[src/rtl/logic_unit_sched.sv]
// Round-robin scheduler that shares one external bitwise logic unit between two requesters.
// Grant 1 cycle after REQ, result 1 cycle later; optional grant counters under LOGIC_SCHED_STATS_EN.
module logic_unit_sched #(
  parameter int DATA_W = 32
`ifdef LOGIC_SCHED_STATS_EN
  , parameter int CNT_W = 16
`endif
) (
  input  logic              CLK,
  input  logic              RST,
  input  logic              REQ0,
  input  logic [1:0]        OP0,
  input  logic [DATA_W-1:0] A0,
  input  logic [DATA_W-1:0] B0,
  output logic              GNT0,
  input  logic              REQ1,
  input  logic [1:0]        OP1,
  input  logic [DATA_W-1:0] A1,
  input  logic [DATA_W-1:0] B1,
  output logic              GNT1,
  output logic [1:0]        LU_OP,
  output logic [DATA_W-1:0] LU_A,
  output logic [DATA_W-1:0] LU_B,
  input  logic [DATA_W-1:0] LU_Y,
  output logic [DATA_W-1:0] RES,
  output logic              RES_VALID,
  output logic              RES_ID,
  output logic              BUSY
`ifdef LOGIC_SCHED_STATS_EN
  , output logic [CNT_W-1:0] STAT0
  , output logic [CNT_W-1:0] STAT1
`endif
);

  typedef enum logic {S_IDLE, S_EXEC} state_t;

  state_t              r_state;
  state_t              w_next;
  logic                w_req_any;
  logic                w_win;
  logic                r_last;
  logic                r_win;
  logic                r_gnt0;
  logic                r_gnt1;
  logic                r_busy;
  logic                r_res_vld;
  logic                r_res_id;
  logic [1:0]          r_lu_op;
  logic [DATA_W-1:0]   r_lu_a;
  logic [DATA_W-1:0]   r_lu_b;
  logic [DATA_W-1:0]   r_res;

  always_ff @(posedge CLK) begin
    if (!RST) r_state <= S_IDLE;
    else      r_state <= w_next;
  end

  // On a tie the requester that was not served last wins.
  always_comb begin
    w_next    = r_state;
    w_req_any = REQ0 | REQ1;
    w_win     = (REQ0 & REQ1) ? ~r_last : REQ1;
    case (r_state)
      S_IDLE:  if (w_req_any) w_next = S_EXEC;
      S_EXEC:  w_next = S_IDLE;
      default: w_next = S_IDLE;
    endcase
  end

  always_ff @(posedge CLK) begin
    if (!RST) begin
      r_last    <= 1'b1;
      r_win     <= 1'b0;
      r_gnt0    <= 1'b0;
      r_gnt1    <= 1'b0;
      r_busy    <= 1'b0;
      r_res_vld <= 1'b0;
      r_res_id  <= 1'b0;
      r_lu_op   <= '0;
      r_lu_a    <= '0;
      r_lu_b    <= '0;
      r_res     <= '0;
    end else begin
      case (r_state)
        S_IDLE: begin
          r_res_vld <= 1'b0;
          if (w_req_any) begin
            r_win   <= w_win;
            r_gnt0  <= ~w_win;
            r_gnt1  <= w_win;
            r_busy  <= 1'b1;
            r_lu_op <= w_win ? OP1 : OP0;
            r_lu_a  <= w_win ? A1  : A0;
            r_lu_b  <= w_win ? B1  : B0;
          end
        end
        S_EXEC: begin
          r_res     <= LU_Y;
          r_res_id  <= r_win;
          r_res_vld <= 1'b1;
          r_last    <= r_win;
          r_gnt0    <= 1'b0;
          r_gnt1    <= 1'b0;
          r_busy    <= 1'b0;
        end
        default: ;
      endcase
    end
  end

  assign GNT0      = r_gnt0;
  assign GNT1      = r_gnt1;
  assign BUSY      = r_busy;
  assign RES_VALID = r_res_vld;
  assign RES_ID    = r_res_id;
  assign RES       = r_res;
  assign LU_OP     = r_lu_op;
  assign LU_A      = r_lu_a;
  assign LU_B      = r_lu_b;

`ifdef LOGIC_SCHED_STATS_EN
  logic [CNT_W-1:0] r_stat0;
  logic [CNT_W-1:0] r_stat1;

  // Counters bump on the same edge that raises the grant and stick at all-ones.
  always_ff @(posedge CLK) begin
    if (!RST) begin
      r_stat0 <= '0;
      r_stat1 <= '0;
    end else if (r_state == S_IDLE && w_req_any) begin
      if (!w_win && !(&r_stat0)) r_stat0 <= r_stat0 + CNT_W'(1);
      if ( w_win && !(&r_stat1)) r_stat1 <= r_stat1 + CNT_W'(1);
    end
  end

  assign STAT0 = r_stat0;
  assign STAT1 = r_stat1;
`endif

endmodule

[config.mk]
export PLATFORM = sky130hd
export DESIGN_NAME = logic_unit_sched
export DESIGN_NICKNAME = d
export VERILOG_FILES = /design/src/rtl/logic_unit_sched.sv
export SDC_FILE = /design/constraint.sdc
export NUM_CORES = 1
export LEC_CHECK = 0
export CORE_MARGIN = 5
export CORE_UTILIZATION = 39
export DETAILED_ROUTE_END_ITERATION = 12
export PLACE_DENSITY = 0.88
export SYNTH_ARGS = -nofsm -noshare
export SYNTH_HDL_FRONTEND = slang
export SYNTH_SLANG_ARGS = --single-unit
[constraint.sdc]
create_clock -name CLK -period 3.37 [get_ports CLK]
set_clock_uncertainty 0.05 [all_clocks]
set_input_delay 0.8425 -clock CLK [delete_from_list [all_inputs] [get_ports CLK]]
set_output_delay 0.8425 -clock CLK [all_outputs]
set_load 0.05 [all_outputs]
==> metrics, run 1 <==
outcome completed; syn nets 667; cells along the critical path clkdlybuf4s50_1; input/output buffers 270; Power Internal 2.18 mW; # IOs 271; TritonCTS Buffers 9; share of layout cells above drive strength 1 0.0361; cells after synthesis 499; sequential area share after synthesis 0.499; DRC 0; commonest non-fill, non-tap cell in the layout clkdlybuf4s50_1; WL final 14800 um; Die Height 114 um; VDD IR max 0.000229 V; setup bufs post-CTS 0; P_leak 2.72 nW; Mapped Area 4260 um2; P_sw 1.14 mW; clock root buffer clkbuf_8; placed inst area 6990 um2; cts hold-fix bufs 0; Reg clk slew, reported paths 100 ps; Least-Margin Pin Slew 565 ps; clock sink total 106; PostCTS Resize Cnt 0; Setup WS pre-CTS 664 ps; number of cell rows 38; largest net degree at the start of global routing 105; hpwl dp 10900 um; synth top area cells dfxtp_1, nand2_1, a31oi_1; crit path DAT 1580 ps; initial core utilization 0.396; WS Path Type flip-flop to output pin; Highest Clock Rate 404 MHz; DR pass1 iterations 5; clk_lat worst skew 360 ps; gpl congestion 0.806; commonest non-fill, non-tap cells in the layout clkdlybuf4s50_1, nand2_1, dfxtp_1; CP required 2480 ps; syn avg cell area 8.53 um2; Hold Fails Final Rpt 0; nets 911; total gr overflow 0; Synth Warn # 0; slew margin rel. 0.623; largest area contributor in the netlist dfxtp_1; Yosys top cell area share 0.499; CP max-delay cell clkdlybuf4s50_1; Iteration-0 DRC Markers 335; clock share of power 0.243; CP Capture Type output pin; Die W 114 um; CTS H-tree depth 3; PwrDens 462 nW/um2; buffers plus inverters on the worst setup path 1; fin crit share 0.734; synth unique cells 22; vias per inst 5.06; cell class contributing the biggest share of worst-path delay buffers and inverters; GRT Total Usage 0.218; WL/cell 16.7 um; ANT cells 0; Hold Crit Class flip-flop to flip-flop; Final Slew Violations 0; initial antenna violation count 0; final setup violating endpoints 0; synthesis-to-finish area growth 69.0%; CP Max Fanout 2; CTS tree done; first-pass GRT wire length 23000 um; setup ws final 896 ps; die area 13100 um2; final instance area 7190 um2; logic gate share of total power 0.329; vias in the first global route 4709; CP peak stage delay 840 ps; CTS Buffer Depth 2; min Tclk post-route 2470 ps; Max Cap Violations 0; RSZ-0062 raised after global routing false; Switching Share 0.343; total core area 10700 um2; Reg power frac 0.428; number of synthesized register bits 106; setup_tns 0 ps; Final ANT Viol Nets 0; Setup crit start kind flip-flop; vias 4484
routing by layer:
metal  wire length (um)  track usage
met5                  0            0
met4                518        0.104
met3               1240       0.0629
met2               7610        0.390
met1               5410        0.236
through the flow:
stage	instances	power [mW]	utilization	hold slack, ps
finish	887	3.32	0.669	411
global placement	872	2.51	0.651	397
detailed placement	872	2.54	0.651	398
floorplan	499	2.07	-	407
global route	887	3.48	0.669	464
CTS	887	3.35	0.669	413
state kept, by name, summed over array words and instances, names as in the netlist:
name       count
LU_B          32
r_win          1
GNT1           1
r_last         1
RES_ID         1
GNT0           1
BUSY           1
LU_OP          2
r_state        1
RES           32
RES_VALID      1
LU_A          32
Yosys cell counts:
cell / number
a21bo_2: 1
a21boi_0: 1
a21boi_2: 1
a21oi_1: 2
a31oi_1: 66
and2_1: 2
buf_2: 20
buf_4: 8
buf_6: 3
clkbuf_1: 13
dfxtp_1: 106
inv_1: 1
mux2i_1: 33
nand2_1: 134
nand2b_1: 4
nand3_1: 1
nor2_1: 1
nor2b_1: 33
nor3_1: 1
o21ai_0: 37
o21ai_1: 30
o21ba_1: 1
power by group through the flow:
stage	logic, mW	registers, mW	clock network (mW)
after global placement	1.07	1.44	0
after floorplan	0.266	1.81	0
after detailed placement	1.10	1.45	0
after CTS	1.10	1.42	0.834
final	1.09	1.42	0.807
after global routing	1.15	1.43	0.891
logic make-up after synthesis:
| logic type | Yosys count | synth area share |
|---|---|---|
| muxes | 33 | 0.0776 |
| AOI/OAI and AO/OA | 139 | 0.187 |
| and+or+nand+nor | 176 | 0.179 |
| buffers and inverters | 45 | 0.0579 |
| DFF | 106 | 0.499 |
path summary, 6_finish.rpt:
| check | to | depth (start not counted) | startpoint | slack [ps] |
|---|---|---|---|---|
| worst max-delay path | LU_A[30] | 1 | LU_A[30] | 900 |
| worst min-delay path | GNT0 | 2 | GNT0 | 410 |
| worst max register to register | LU_B[6] | 4 | r_last | 1740 |
| worst min register to register | GNT0 | 2 | GNT0 | 410 |
area by class of cell:
type | instances | area [um2]
fillers | 901 | 3550
repair buffers | 277 | 2790
flip-flops and latches | 106 | 2120
multi-input cells | 348 | 1900
well taps | 140 | 175
clock buffers | 10 | 138
clock inverters | 5 | 62.6
inverters | 1 | 3.75
(Power assumes the default switching activity.)
==> inputs of run 2 (changes only) <==
--- a/config.mk
+++ b/config.mk
@@ -6,9 +6,9 @@
 export NUM_CORES = 1
 export LEC_CHECK = 0
 export CORE_MARGIN = 5
-export CORE_UTILIZATION = 39
+export CORE_UTILIZATION = 33
 export DETAILED_ROUTE_END_ITERATION = 12
-export PLACE_DENSITY = 0.88
+export PLACE_DENSITY = 0.8
 export SYNTH_ARGS = -nofsm -noshare
 export SYNTH_HDL_FRONTEND = slang
 export SYNTH_SLANG_ARGS = --single-unit
==> constraint.sdc (replaced) <==
create_clock -name CLK -period 2 [get_ports CLK]
set_clock_uncertainty 0.05 [all_clocks]
set_input_delay 0.5 -clock CLK [delete_from_list [all_inputs] [get_ports CLK]]
set_output_delay 0.5 -clock CLK [all_outputs]
set_load 0.05 [all_outputs]
==> run 2 against run 1 <==
Register-to-register slack lost 1000 ps. Critical path depth up 4. Clock-buffer cell count rose by 2. Via count down 1.1%. Sequential cell count unchanged. Sequential share of layout area increased by 0.20 points. Die area is 17% higher. Critical endpoint is now LU_A[2]. Largest cell class unchanged. Design area down 0.66%. Hold slack better by 10 ps.
==> metrics, run 2 (synthesis results as in run 1) <==
P_leak 2.97 nW (+9.1%); DRC 0 (unchanged); clock share of power 0.296 (+0.053); Reg clk slew, reported paths 70 ps (-30 ps); clock sink total 106 (unchanged); CP required 2210 ps (-270 ps); PwrDens 834 nW/um2 (+81%); initial antenna violation count 0 (unchanged); Power Total 5.96 mW (+79%); Final Slew Violations 0 (unchanged); clock root buffer clkbuf_16; largest net degree at the start of global routing 105 (unchanged); Hold Crit Class flip-flop to flip-flop; DR pass1 iterations 5 (unchanged); CTS Buffer Depth 2 (unchanged); setup ws final 311 ps (-585 ps); TritonCTS Buffers 9 (unchanged); Iteration-0 DRC Markers 286 (-15%); VDD IR max 0.000427 V (+86%); CP Max Fanout 65 (+63); WL/cell 15.5 um (-6.8%); register area 2120 um2 (unchanged); share of layout cells above drive strength 1 0.176 (+0.140); Max Cap Violations 0 (unchanged); Final ANT Viol Nets 0 (unchanged); first-pass GRT wire length 21100 um (-8.3%); outcome completed; number of cell rows 41 (+7.9%); RSZ-0062 raised after global routing false; logic gate share of total power 0.302 (-0.027); total gr overflow 0 (unchanged); commonest non-fill, non-tap cell in the layout clkdlybuf4s50_1; cts hold-fix bufs 0 (unchanged); Multi-input gate area 1900 um2 (unchanged); Setup crit start kind input port; Switching Share 0.324 (-0.0191); # IOs 271 (unchanged); final setup violating endpoints 0 (unchanged); CP Capture Type flip-flop; hpwl dp 10600 um (-2.4%); ANT cells 0 (unchanged); Die W 124 um (+7.9%); WS Path Type input port to flip-flop; Setup WS pre-CTS -31.2 ps (-695 ps); PostCTS Resize Cnt 0 (unchanged); die area 15300 um2 (+17%); fin crit share 0.844; P_sw 1.93 mW (+69%); Hold Fails Final Rpt 0 (unchanged); CTS tree done; min Tclk post-route 1690 ps; Power Internal 4.03 mW (+85%); synthesis-to-finish area growth 67.8%; setup bufs post-CTS 0 (unchanged); commonest non-fill, non-tap cells in the layout clkdlybuf4s50_1, nand2_1, buf_4; initial core utilization 0.337 (-0.0588); slew margin rel. 0.742 (+0.119); vias 4435 (-1.1%); CTS H-tree depth 3 (unchanged); total core area 12600 um2 (+17%); Highest Clock Rate 592 MHz; Cell Count Post-Placement 907 (+4.0%); gpl congestion 0.737 (-8.6%); Least-Margin Pin Slew 387 ps (-178 ps); input/output buffers 270 (unchanged); Filler cells 1149 (+28%); hold_ws 421 ps (+10.3 ps); nets 914 (+0.33%); GRT Total Usage 0.176 (-0.0425); clk_lat worst skew 330 ps (-30 ps); vias in the first global route 4288 (-8.9%); vias per inst 4.80 (-5.0%); Die Height 124 um (+7.9%); WL final 14300 um (-3.0%); crit path DAT 1900 ps (+320 ps); Reg power frac 0.402 (-0.026); Final Non-Filler Cells 923 (+4.1%)
## run 2: power by group through the flow
stage	clock network, mW	registers [mW]	logic (mW)
2_1_floorplan	0	3.04	0.448
3_3_place_gp	0	2.43	1.78
3_5_place_dp	0	2.44	1.81
4_1_cts	1.82	2.40	1.81
5_1_grt	1.92	2.41	1.90
6_report	1.76	2.39	1.80
## run 2: layout make-up
class	instances	share of cell area
clock inverter	4	0.00718
timing repair buffer	280	0.364
clock buffer	12	0.0345
inverter	1	0.000525
multi-input combinational	348	0.266
tap	172	0.0301
sequential	106	0.297
## run 2: metrics by stage
step                utilization  TNS [ps]  cell area, um2
global placement          0.543         0            6850
CTS                       0.566         0            7140
floorplan                     -         0            4260
detailed placement        0.543     -55.6            6850
finish                    0.566         0            7140
global route              0.566         0            7140
## run 2: metal layers
metal / track usage / share of wire / vias up
li1: - / - / 2209
met1: 0.199 / 0.38 / 2006
met2: 0.307 / 0.50 / 191
met3: 0.0527 / 0.088 / 29
met4: 0.0754 / 0.026 / 0
met5: 0 / 0 / -
## run 2: worst max-delay path, stage by stage
cell	delay, ps
clkdlybuf4s50_1	590
o21ba_4	210
buf_12	240
o21ai_0	140
a31oi_1	180
## run 2: worst paths after layout
check	slack, ps	depth (start not counted)	start	endpoint
max	310	5	REQ0	LU_A[2]
min	420	2	GNT0	GNT0
max reg2reg	700	4	r_state	LU_A[2]
min reg2reg	420	2	GNT0	GNT0
